**src/rtl/lvs_out_arbiter.sv**
```systemverilog
// lvs_out_arbiter: round-robin arbiter that funnels LVS words from NUM_REQ
// requesters into one registered output stage, counting output handshakes.
//
// Optional feature macro: LVS_ARB_LIMIT_EN
//   defined   -> run stops in DONE after MAX_ENTRIES handshakes until clear/rst
//   undefined -> no DONE state, done tied low, entry_cnt free-runs and wraps
//
// Ports
//   clk, rst        clock, synchronous active-high reset
//   clear           synchronous run restart (IDLE, entry_cnt=0, last grant kept)
//   req_valid/data  per-requester word offer; requester i at [i*DATA_W +: DATA_W]
//   req_ready       combinational one-hot grant
//   out_valid/data  registered output word, out_src = granting requester index
//   out_ready       downstream accept
//   entry_cnt       output handshakes completed this run
//   done            run-complete flag (LVS_ARB_LIMIT_EN only)
module lvs_out_arbiter #(
    parameter int unsigned NUM_REQ     = 4,
    parameter int unsigned DATA_W      = 256,
    parameter int unsigned MAX_ENTRIES = 47,
    localparam int unsigned SRC_W      = (NUM_REQ > 1) ? $clog2(NUM_REQ) : 1
) (
    input  logic                      clk,
    input  logic                      rst,
    input  logic                      clear,
    input  logic [NUM_REQ-1:0]        req_valid,
    input  logic [NUM_REQ*DATA_W-1:0] req_data,
    output logic [NUM_REQ-1:0]        req_ready,
    output logic                      out_valid,
    output logic [DATA_W-1:0]         out_data,
    output logic [SRC_W-1:0]          out_src,
    input  logic                      out_ready,
    output logic [7:0]                entry_cnt,
    output logic                      done
);

    localparam int unsigned CNT_W = 8;

    // entry_cnt is 8 bits wide, so the run limit must fit in it
    if (MAX_ENTRIES == 0 || MAX_ENTRIES > 255) begin : g_bad_max_entries
        $error("lvs_out_arbiter: MAX_ENTRIES must be in 1..255");
    end

`ifdef LVS_ARB_LIMIT_EN
    typedef enum logic [1:0] {
        IDLE = 2'd0,
        BUSY = 2'd1,
        DONE = 2'd2
    } state_e;
`else
    typedef enum logic [0:0] {
        IDLE = 1'b0,
        BUSY = 1'b1
    } state_e;
`endif

    state_e               state_q, state_d;
    logic                 out_valid_q, out_valid_d;
    logic [DATA_W-1:0]    out_data_q, out_data_d;
    logic [SRC_W-1:0]     out_src_q, out_src_d;
    logic [SRC_W-1:0]     last_grant_q, last_grant_d;
    logic [CNT_W-1:0]     entry_cnt_q, entry_cnt_d;
`ifdef LVS_ARB_LIMIT_EN
    logic                 done_q, done_d;
`endif

    logic                 hs_c;
    logic                 limit_hit_c;
    logic                 load_en_c;
    logic                 grant_found_c;
    logic [SRC_W-1:0]     grant_idx_c;
    logic [NUM_REQ-1:0]   grant_c;
    int unsigned          rr_idx;

    assign hs_c = out_valid_q && out_ready;

    // Handshake that completes the run: no new word may be taken alongside it
`ifdef LVS_ARB_LIMIT_EN
    assign limit_hit_c = hs_c && (entry_cnt_q == CNT_W'(MAX_ENTRIES - 1));
`else
    assign limit_hit_c = 1'b0;
`endif

    // Output register can take a word when empty, or when it is being drained
    assign load_en_c = !rst && !clear && !limit_hit_c &&
                       ((state_q == IDLE) || ((state_q == BUSY) && out_ready));

    // Round-robin search starting one past the last accepted requester
    always_comb begin
        grant_found_c = 1'b0;
        grant_idx_c   = '0;
        rr_idx        = 0;
        for (int unsigned k = 1; k <= NUM_REQ; k++) begin
            rr_idx = (32'(last_grant_q) + k) % NUM_REQ;
            if (!grant_found_c && req_valid[SRC_W'(rr_idx)]) begin
                grant_found_c = 1'b1;
                grant_idx_c   = SRC_W'(rr_idx);
            end
        end
    end

    always_comb begin
        grant_c = '0;
        if (load_en_c && grant_found_c) begin
            grant_c[grant_idx_c] = 1'b1;
        end
    end

    assign req_ready = grant_c;

    // Next-state and output-register update
    always_comb begin
        state_d      = state_q;
        out_valid_d  = out_valid_q;
        out_data_d   = out_data_q;
        out_src_d    = out_src_q;
        last_grant_d = last_grant_q;
        entry_cnt_d  = entry_cnt_q;
`ifdef LVS_ARB_LIMIT_EN
        done_d       = done_q;
`endif
        if (clear) begin
            // Restart drops the held word; a same-cycle handshake is not counted
            state_d     = IDLE;
            out_valid_d = 1'b0;
            entry_cnt_d = '0;
`ifdef LVS_ARB_LIMIT_EN
            done_d      = 1'b0;
`endif
        end else begin
            if (hs_c) begin
                entry_cnt_d = entry_cnt_q + CNT_W'(1);
            end
`ifdef LVS_ARB_LIMIT_EN
            if (limit_hit_c) begin
                state_d     = DONE;
                out_valid_d = 1'b0;
                done_d      = 1'b1;
            end else
`endif
            if (|grant_c) begin
                state_d      = BUSY;
                out_valid_d  = 1'b1;
                out_data_d   = req_data[32'(grant_idx_c)*DATA_W +: DATA_W];
                out_src_d    = grant_idx_c;
                last_grant_d = grant_idx_c;
            end else if (hs_c) begin
                state_d     = IDLE;
                out_valid_d = 1'b0;
            end
        end
    end

    always_ff @(posedge clk) begin
        if (rst) begin
            state_q      <= IDLE;
            out_valid_q  <= 1'b0;
            out_data_q   <= '0;
            out_src_q    <= '0;
            last_grant_q <= SRC_W'(NUM_REQ - 1);
            entry_cnt_q  <= '0;
`ifdef LVS_ARB_LIMIT_EN
            done_q       <= 1'b0;
`endif
        end else begin
            state_q      <= state_d;
            out_valid_q  <= out_valid_d;
            out_data_q   <= out_data_d;
            out_src_q    <= out_src_d;
            last_grant_q <= last_grant_d;
            entry_cnt_q  <= entry_cnt_d;
`ifdef LVS_ARB_LIMIT_EN
            done_q       <= done_d;
`endif
        end
    end

    assign out_valid = out_valid_q;
    assign out_data  = out_data_q;
    assign out_src   = out_src_q;
    assign entry_cnt = entry_cnt_q;
`ifdef LVS_ARB_LIMIT_EN
    assign done      = done_q;
`else
    assign done      = 1'b0;
`endif

endmodule

```
**config.mk**
```make
export PLATFORM = sky130hd
export DESIGN_NAME = lvs_out_arbiter
export DESIGN_NICKNAME = d
export VERILOG_FILES = /design/src/rtl/lvs_out_arbiter.sv
export SDC_FILE = /design/constraint.sdc
export NUM_CORES = 1
export LEC_CHECK = 0
export ABC_AREA = 1
export CELL_PAD_IN_SITES_DETAIL_PLACEMENT = 2
export CELL_PAD_IN_SITES_GLOBAL_PLACEMENT = 2
export CORE_AREA = 2 2 508 510
export CTS_BUF_LIST = sky130_fd_sc_hd__clkbuf_8 sky130_fd_sc_hd__clkbuf_16
export CTS_CLUSTER_DIAMETER = 30
export DETAILED_ROUTE_END_ITERATION = 7
export DIE_AREA = 0 0 510 512
export HOLD_SLACK_MARGIN = 0.05
export PLACE_DENSITY_LB_ADDON = 0.15
export SYNTH_ARGS = -nofsm -noshare
export SYNTH_HDL_FRONTEND = slang
export SYNTH_SLANG_ARGS = --single-unit
```
**constraint.sdc**
```tcl
create_clock -name clk -period 2.3 [get_ports clk]
set_input_delay 0.46 -clock clk [delete_from_list [all_inputs] [get_ports clk]]
set_output_delay 0.46 -clock clk [all_outputs]
set_load 0.1 [all_outputs]
```
# Word level (Yosys, flattened, before mapping)
# Index checks and enable logic that the tools add are counted.
[word_totals] register_bits=269 input_bits=1032 output_inout_bits=272 wordCells=58
[op_classes] n_addsub=5 magnitude_cmp=6 shifts=1 n_mux=21 n_bitwise=2 n_reduce_logical=18
[op_table] cell="$shiftx 1024x11->256" count=1
[op_table] cell="$lt 2x3->1 const B" count=5
[op_table] cell="$mux 1" count=11
[op_table] cell="$add 8x1->8 const B" count=1
[op_table] cell="$bmux 1 s2" count=4
[op_table] cell="$logic_and 1x1->1" count=8
[op_table] cell="$mux 2" count=4
[op_table] cell="$logic_not 1->1" count=5
[op_table] cell="$add 2x1->2 const B" count=2
[op_table] cell="$add 2x2->2 const B" count=2
[op_table] cell="$mux 4" count=1
[op_table] cell="$reduce_or 4->1" count=1
[op_table] cell="$demux 1 s2" count=1
[op_table] cell="$ge 2x1->1 const B" count=1
[op_table] cell="$not 1->1" count=2
[op_table] cell="$reduce_and 2->1" count=1
[op_table] cell="$reduce_bool 2->1" count=1
[op_table] cell="$reduce_or 2->1" count=1
[op_table] cell="$logic_or 1x1->1" count=1

# Longest topological paths before layout
[depth] word_depth=20 depth_mapped=18 depth_no_buf=15

# Worst setup path before layout
# Ideal clock, no wire load.
[synth_timing] kind="reg-to-output" startpoint="register last_grant_q[0]" endpoint="output port req_ready[0]" arrival_ps=3575 required_ps=1840 path_slack_ps=-1735 path_stages_with_launch=14 n_path_buf=3 cell_sequence="dfxtp_1 buf_6 inv_4 nand2_1 nand2_1 nand2_1 nand2_2 a21oi_1 nand2_2 nand2_8 buf_6 buf_2 inv_2 nor3_1"
[synth_via] elab_chain_cells=18 word_cells_on_any_way=33 cone_classes="add/sub: 4; order compare: 2; mux: 19; reduce/logical: 8"
[synth_lines] item="from (decl)" line="61" rtl="logic [SRC_W-1:0] last_grant_q, last_grant_d;"
[synth_lines] item="from (signal assigned)" line="160" rtl="last_grant_q <= SRC_W'(NUM_REQ - 1);"
[synth_lines] item="from (signal assigned)" line="170" rtl="last_grant_q <= last_grant_d;"
[synth_lines] item="$add 2x1->2" line="94" rtl="rr_idx = (32'(last_grant_q) + k) % NUM_REQ;"
[synth_lines] item="$bmux 1 s2" line="95" rtl="if (!grant_found_c && req_valid[SRC_W'(rr_idx)]) begin"
[synth_lines] item="$mux 1 (not written as such)" line="95"
[synth_lines] item="$mux 1" line="95"
[synth_lines] item="$logic_not 1->1" line="95"
[synth_lines] item="$logic_and 1x1->1" line="95"
[synth_lines] item="$mux 1" line="95"
[synth_lines] item="$logic_not 1->1" line="95"
[synth_lines] item="(+2 left out)"
[synth_lines] item="$logic_not 1->1" line="95"
[synth_lines] item="$logic_and 1x1->1" line="95"
[synth_lines] item="$mux 2" line="95"
[synth_lines] item="$lt 2x3->1 (not written as such) or $ge 2x1->1 (tied branches)" line="105" rtl="grant_c[grant_idx_c] = 1'b1;"
[synth_lines] item="$logic_and 1x1->1 (not written as such)" line="105"
[synth_lines] item="$mux 1 (not written as such)" line="105"
[synth_lines] item="$demux 1 s2" line="105"
[synth_lines] item="$mux 4 *" line="104" rtl="if (load_en_c && grant_found_c) begin"
[synth_lines] item="to (decl)" line="28" rtl="output logic [NUM_REQ-1:0] req_ready,"
# Every way passes the cells marked *; elsewhere a longest branch is shown, timed or not. The select of a mux whose other input is x is not followed.

# Final worst setup path
[layout_timing] startpoint="register last_grant_q[0]" endpoint="output port req_ready[3]"
# Same word-level chain as after synthesis.

==> results.py <==
metrics = {
    "status": {
        "status": "finished with violations",
        "violations": "negative setup slack",
    },
    "global_routing": {
        "grt_max_degree": 99,
        "grt.total_usage": 0.1617,
        "gr-total-overflow": 0,
        "grt_pass1_wl_mm": 295.9,
        "grt_antenna_before_repair": 120,
        "grt_pass1_vias": 36010,
    },
    "place": {
        "globalplace.congestion": 0.8108,
        "place_hpwl_mm": 174.6,
        "io_buffers": 1302,
        "place_ws_ns": -0.9423,
    },
    "floorplan": {
        "rows": 186,
        "ioPinCount": 1304,
        "start_util": 0.08320,
        "die_h_um": 512,
        "die-area_sq_mm": 0.2611,
        "core_area_sq_mm": 0.2558,
        "die_width_um": 510,
    },
    "power_and_ir_drop": {
        "ir_drop_uv": 695.5,
        "power.density_mw_per_mm2": 988.8,
        "total_power_mw": 48.37,
        "p_leak_nw": 23.10,
    },
    "timing": {
        "rsz0062_at_grt": "yes",
        "min_period_ns": 3.043,
        "slew_headroom": 0.5402,
        "final.period_utilization": 1.323,
        "fin_worst_skew_ns": 0.03835,
        "tightest_slew_ns": 0.6897,
        "fmax_mhz": 328.6,
        "finalSetupTns_ns": -120.44,
        "fin_ws_ns": -0.7433,
        "setup_violations": 260,
        "hold_violations": 0,
        "drv_slew": 0,
    },
    "detailed_routing": {
        "vias": 32560,
        "first_pass_iters": 4,
        "via_per_inst": 3.614,
        "wirelength_mm": 219.4,
        "avgRoutedWirePerCell_um": 24.35,
        "drc_errors": 0,
        "drtIter0Drc": 1083,
        "postRouteAntennaNets": 0,
    },
    "synth": {
        "ys_ff_latch": 269,
        "yosys_warnings": 0,
        "synth-edff-count": 0,
        "synth_cells": 4024,
        "ys_seq_area_frac": 0.2531,
        "syn_area_sq_mm": 0.02128,
        "synth_top_family_by_area": "simple AND/OR/NAND/NOR gates",
        "yosys.cell_types.count": 29,
        "synthFlopType": "dfxtp_1",
        "syn_area_per_cell_sq_um": 5.288,
        "syn_nets": 5057,
        "synth_xor_xnor_area_share": 0.0004116,
        "yosys.area_share.simple": 0.6038,
        "muxShareOfSynthArea": 0,
        "ys_async_sr_fraction": 0,
        "synth_fa_ha_area_frac": 0.0005880,
        "synth_compound_area_frac": 0.004116,
    },
    "setup_path": {
        "crit_slowest_cell": "dfxtp_4",
        "crit_type": "reg -> out",
        "critPathRequiredTime_ns": 1.84,
        "critPathLaunchType": "flop",
        "max_stage_delay_ns": 0.41,
        "cp-end-kind": "output pin",
        "arrival_ns": 2.58,
        "cp_max_fo": 8,
        "crit_path_frequent_cell": "nand2_4",
        "crit_chain": "inv_8, nand2_4, nand2_4, nand2_4, nand2_8, nor2_4, nand4_1, nand2_8, buf_12, inv_16, nor2_4, buf_12",
    },
    "clock_tree": {
        "cts_tree": "built",
        "insertion_delay_ns": 0.79,
        "cts_max_path_buffers": 3,
        "numCtsBuffers": 142,
        "ctsRootBufferMaster": "clkbuf_16",
        "h-tree-depth": 4,
        "cts.clk_slew.worst_paths_ns": 0.04,
        "cts_sinks": 269,
    },
    "finish": {
        "fillers": 30030,
        "syn_to_final_growth_pct": 129.9,
        "drive_gt1_frac": 0.2604,
        "nets": 6533,
    },
    "min_path": {
        "hp-class": "in -> reg",
    },
    "job": {
        "maxCapViolCount": 0,
    },
}
metal layers:
metal | up-vias | global-route usage | part of all wire
li1 | 15440 | - | -
met1 | 15600 | 0.1829 | 0.40
met2 | 1087 | 0.2841 | 0.49
met3 | 348 | 0.05946 | 0.081
met4 | 80 | 0.04016 | 0.022
met5 | - | 0 | 0.0024
cell usage in the layout (no fill, tap or decap), drive strengths merged:
cell           count
nand2           1839
clkdlybuf4s50   1030
nand3            773
buf              610
nor2             526
inv              330
dfxtp            269
clkbuf           179
diode             29
clkinv            12
a21oi              7
o21ai              6
nor3               4
nand4              2
o211ai             2
o21a               1
nand3b             1
and3               1
xor2               1
ha                 1
conb               1
dlygate4sd3        1
path summary, 6_finish.rpt:
path / cells past startpoint / slack, ns / to / from
worst min-delay path: 5 / 0.19 / entry_cnt[3] / rst
worst min register to register: 2 / 0.47 / entry_cnt[7] / entry_cnt[7]
worst max-delay path: 12 / -0.74 / req_ready[3] / last_grant_q[0]
worst max register to register: 21 / -0.60 / out_data[77] / last_grant_q[0]
where the power goes:
| group | switching [mW] | internal [mW] |
|---|---|---|
| combinational | 16.2 | 9.30 |
| clock | 5.27 | 12.1 |
| sequential | 0.329 | 5.19 |
| total | 21.8 | 26.6 |
area by class of cell:
cell class                 instances  area [sq um]  area share
antenna                           29         72.57    0.001483
clock buffer                     175          4019     0.08215
clock inverter                    65         533.0     0.01090
inverter                         277          1084     0.02215
multi-input combinational       3165         16660      0.3406
sequential                       269          5394      0.1103
tap                             3384          4234     0.08655
timing repair buffer            1645         16920      0.3459
cell usage after synthesis (2+ instances only):
master / n / area share
buf_2: 207 / 0.049
nand4_1: 2 / 0.00059
a21oi_1: 7 / 0.0016
o211ai_1: 2 / 0.00071
buf_4: 12 / 0.0042
inv_2: 5 / 0.00088
clkbuf_1: 35 / 0.0062
nand2_2: 3 / 0.00088
nor2_1: 524 / 0.092
buf_1: 4 / 0.00071
nand2_1: 1834 / 0.32
nor3_1: 4 / 0.00094
nand3_2: 2 / 0.00094
o21ai_0: 5 / 0.0012
inv_1: 271 / 0.048
nor2_4: 2 / 0.0011
dfxtp_1: 269 / 0.25
buf_6: 55 / 0.029
nand3_1: 771 / 0.18
logic make-up after synthesis:
| logic type | count (synthesis) |
|---|---|
| AOI/OAI and AO/OA | 16 |
| DFF | 269 |
| buffers and inverters | 590 |
| adders and majority gates | 1 |
| other | 1 |
| and+or+nand+nor | 3146 |
| xor gates and xnor gates | 1 |
sequential cells by signal, indices dropped and copies added, names as in the netlist:
| register | cells |
|---|---|
| out_valid | 1 |
| last_grant_q | 2 |
| out_src | 2 |
| entry_cnt | 8 |
| out_data | 256 |
through the flow:
stage               instances  hold WS [ns]  utilization  area (sq um)
global placement         8675        0.4582       0.1531         39160
floorplan                4024        0.6076            -         21370
finish                   9009        0.1932       0.1913         48920
global route             8990        0.1591       0.1911         48870
CTS                      8983       0.09819       0.1887         48280
detailed placement       8675        0.4659       0.1531         39160
worst max-delay path, delay by kind of cell (launching register included):
kind	cells	cell delay (ns)
DFF	1	0.41
and+or+nand+nor	8	0.97
buffers and inverters	4	0.43
repair_timing:
item	in CTS	in global routing
setup endpoints to repair	261	262
resized for setup	837	228
hold endpoints to repair	3	0
cloned	26	4
buffers inserted	42	15
hold buffers	1	0
pin swaps	588	207
(Power assumes the default switching activity.)
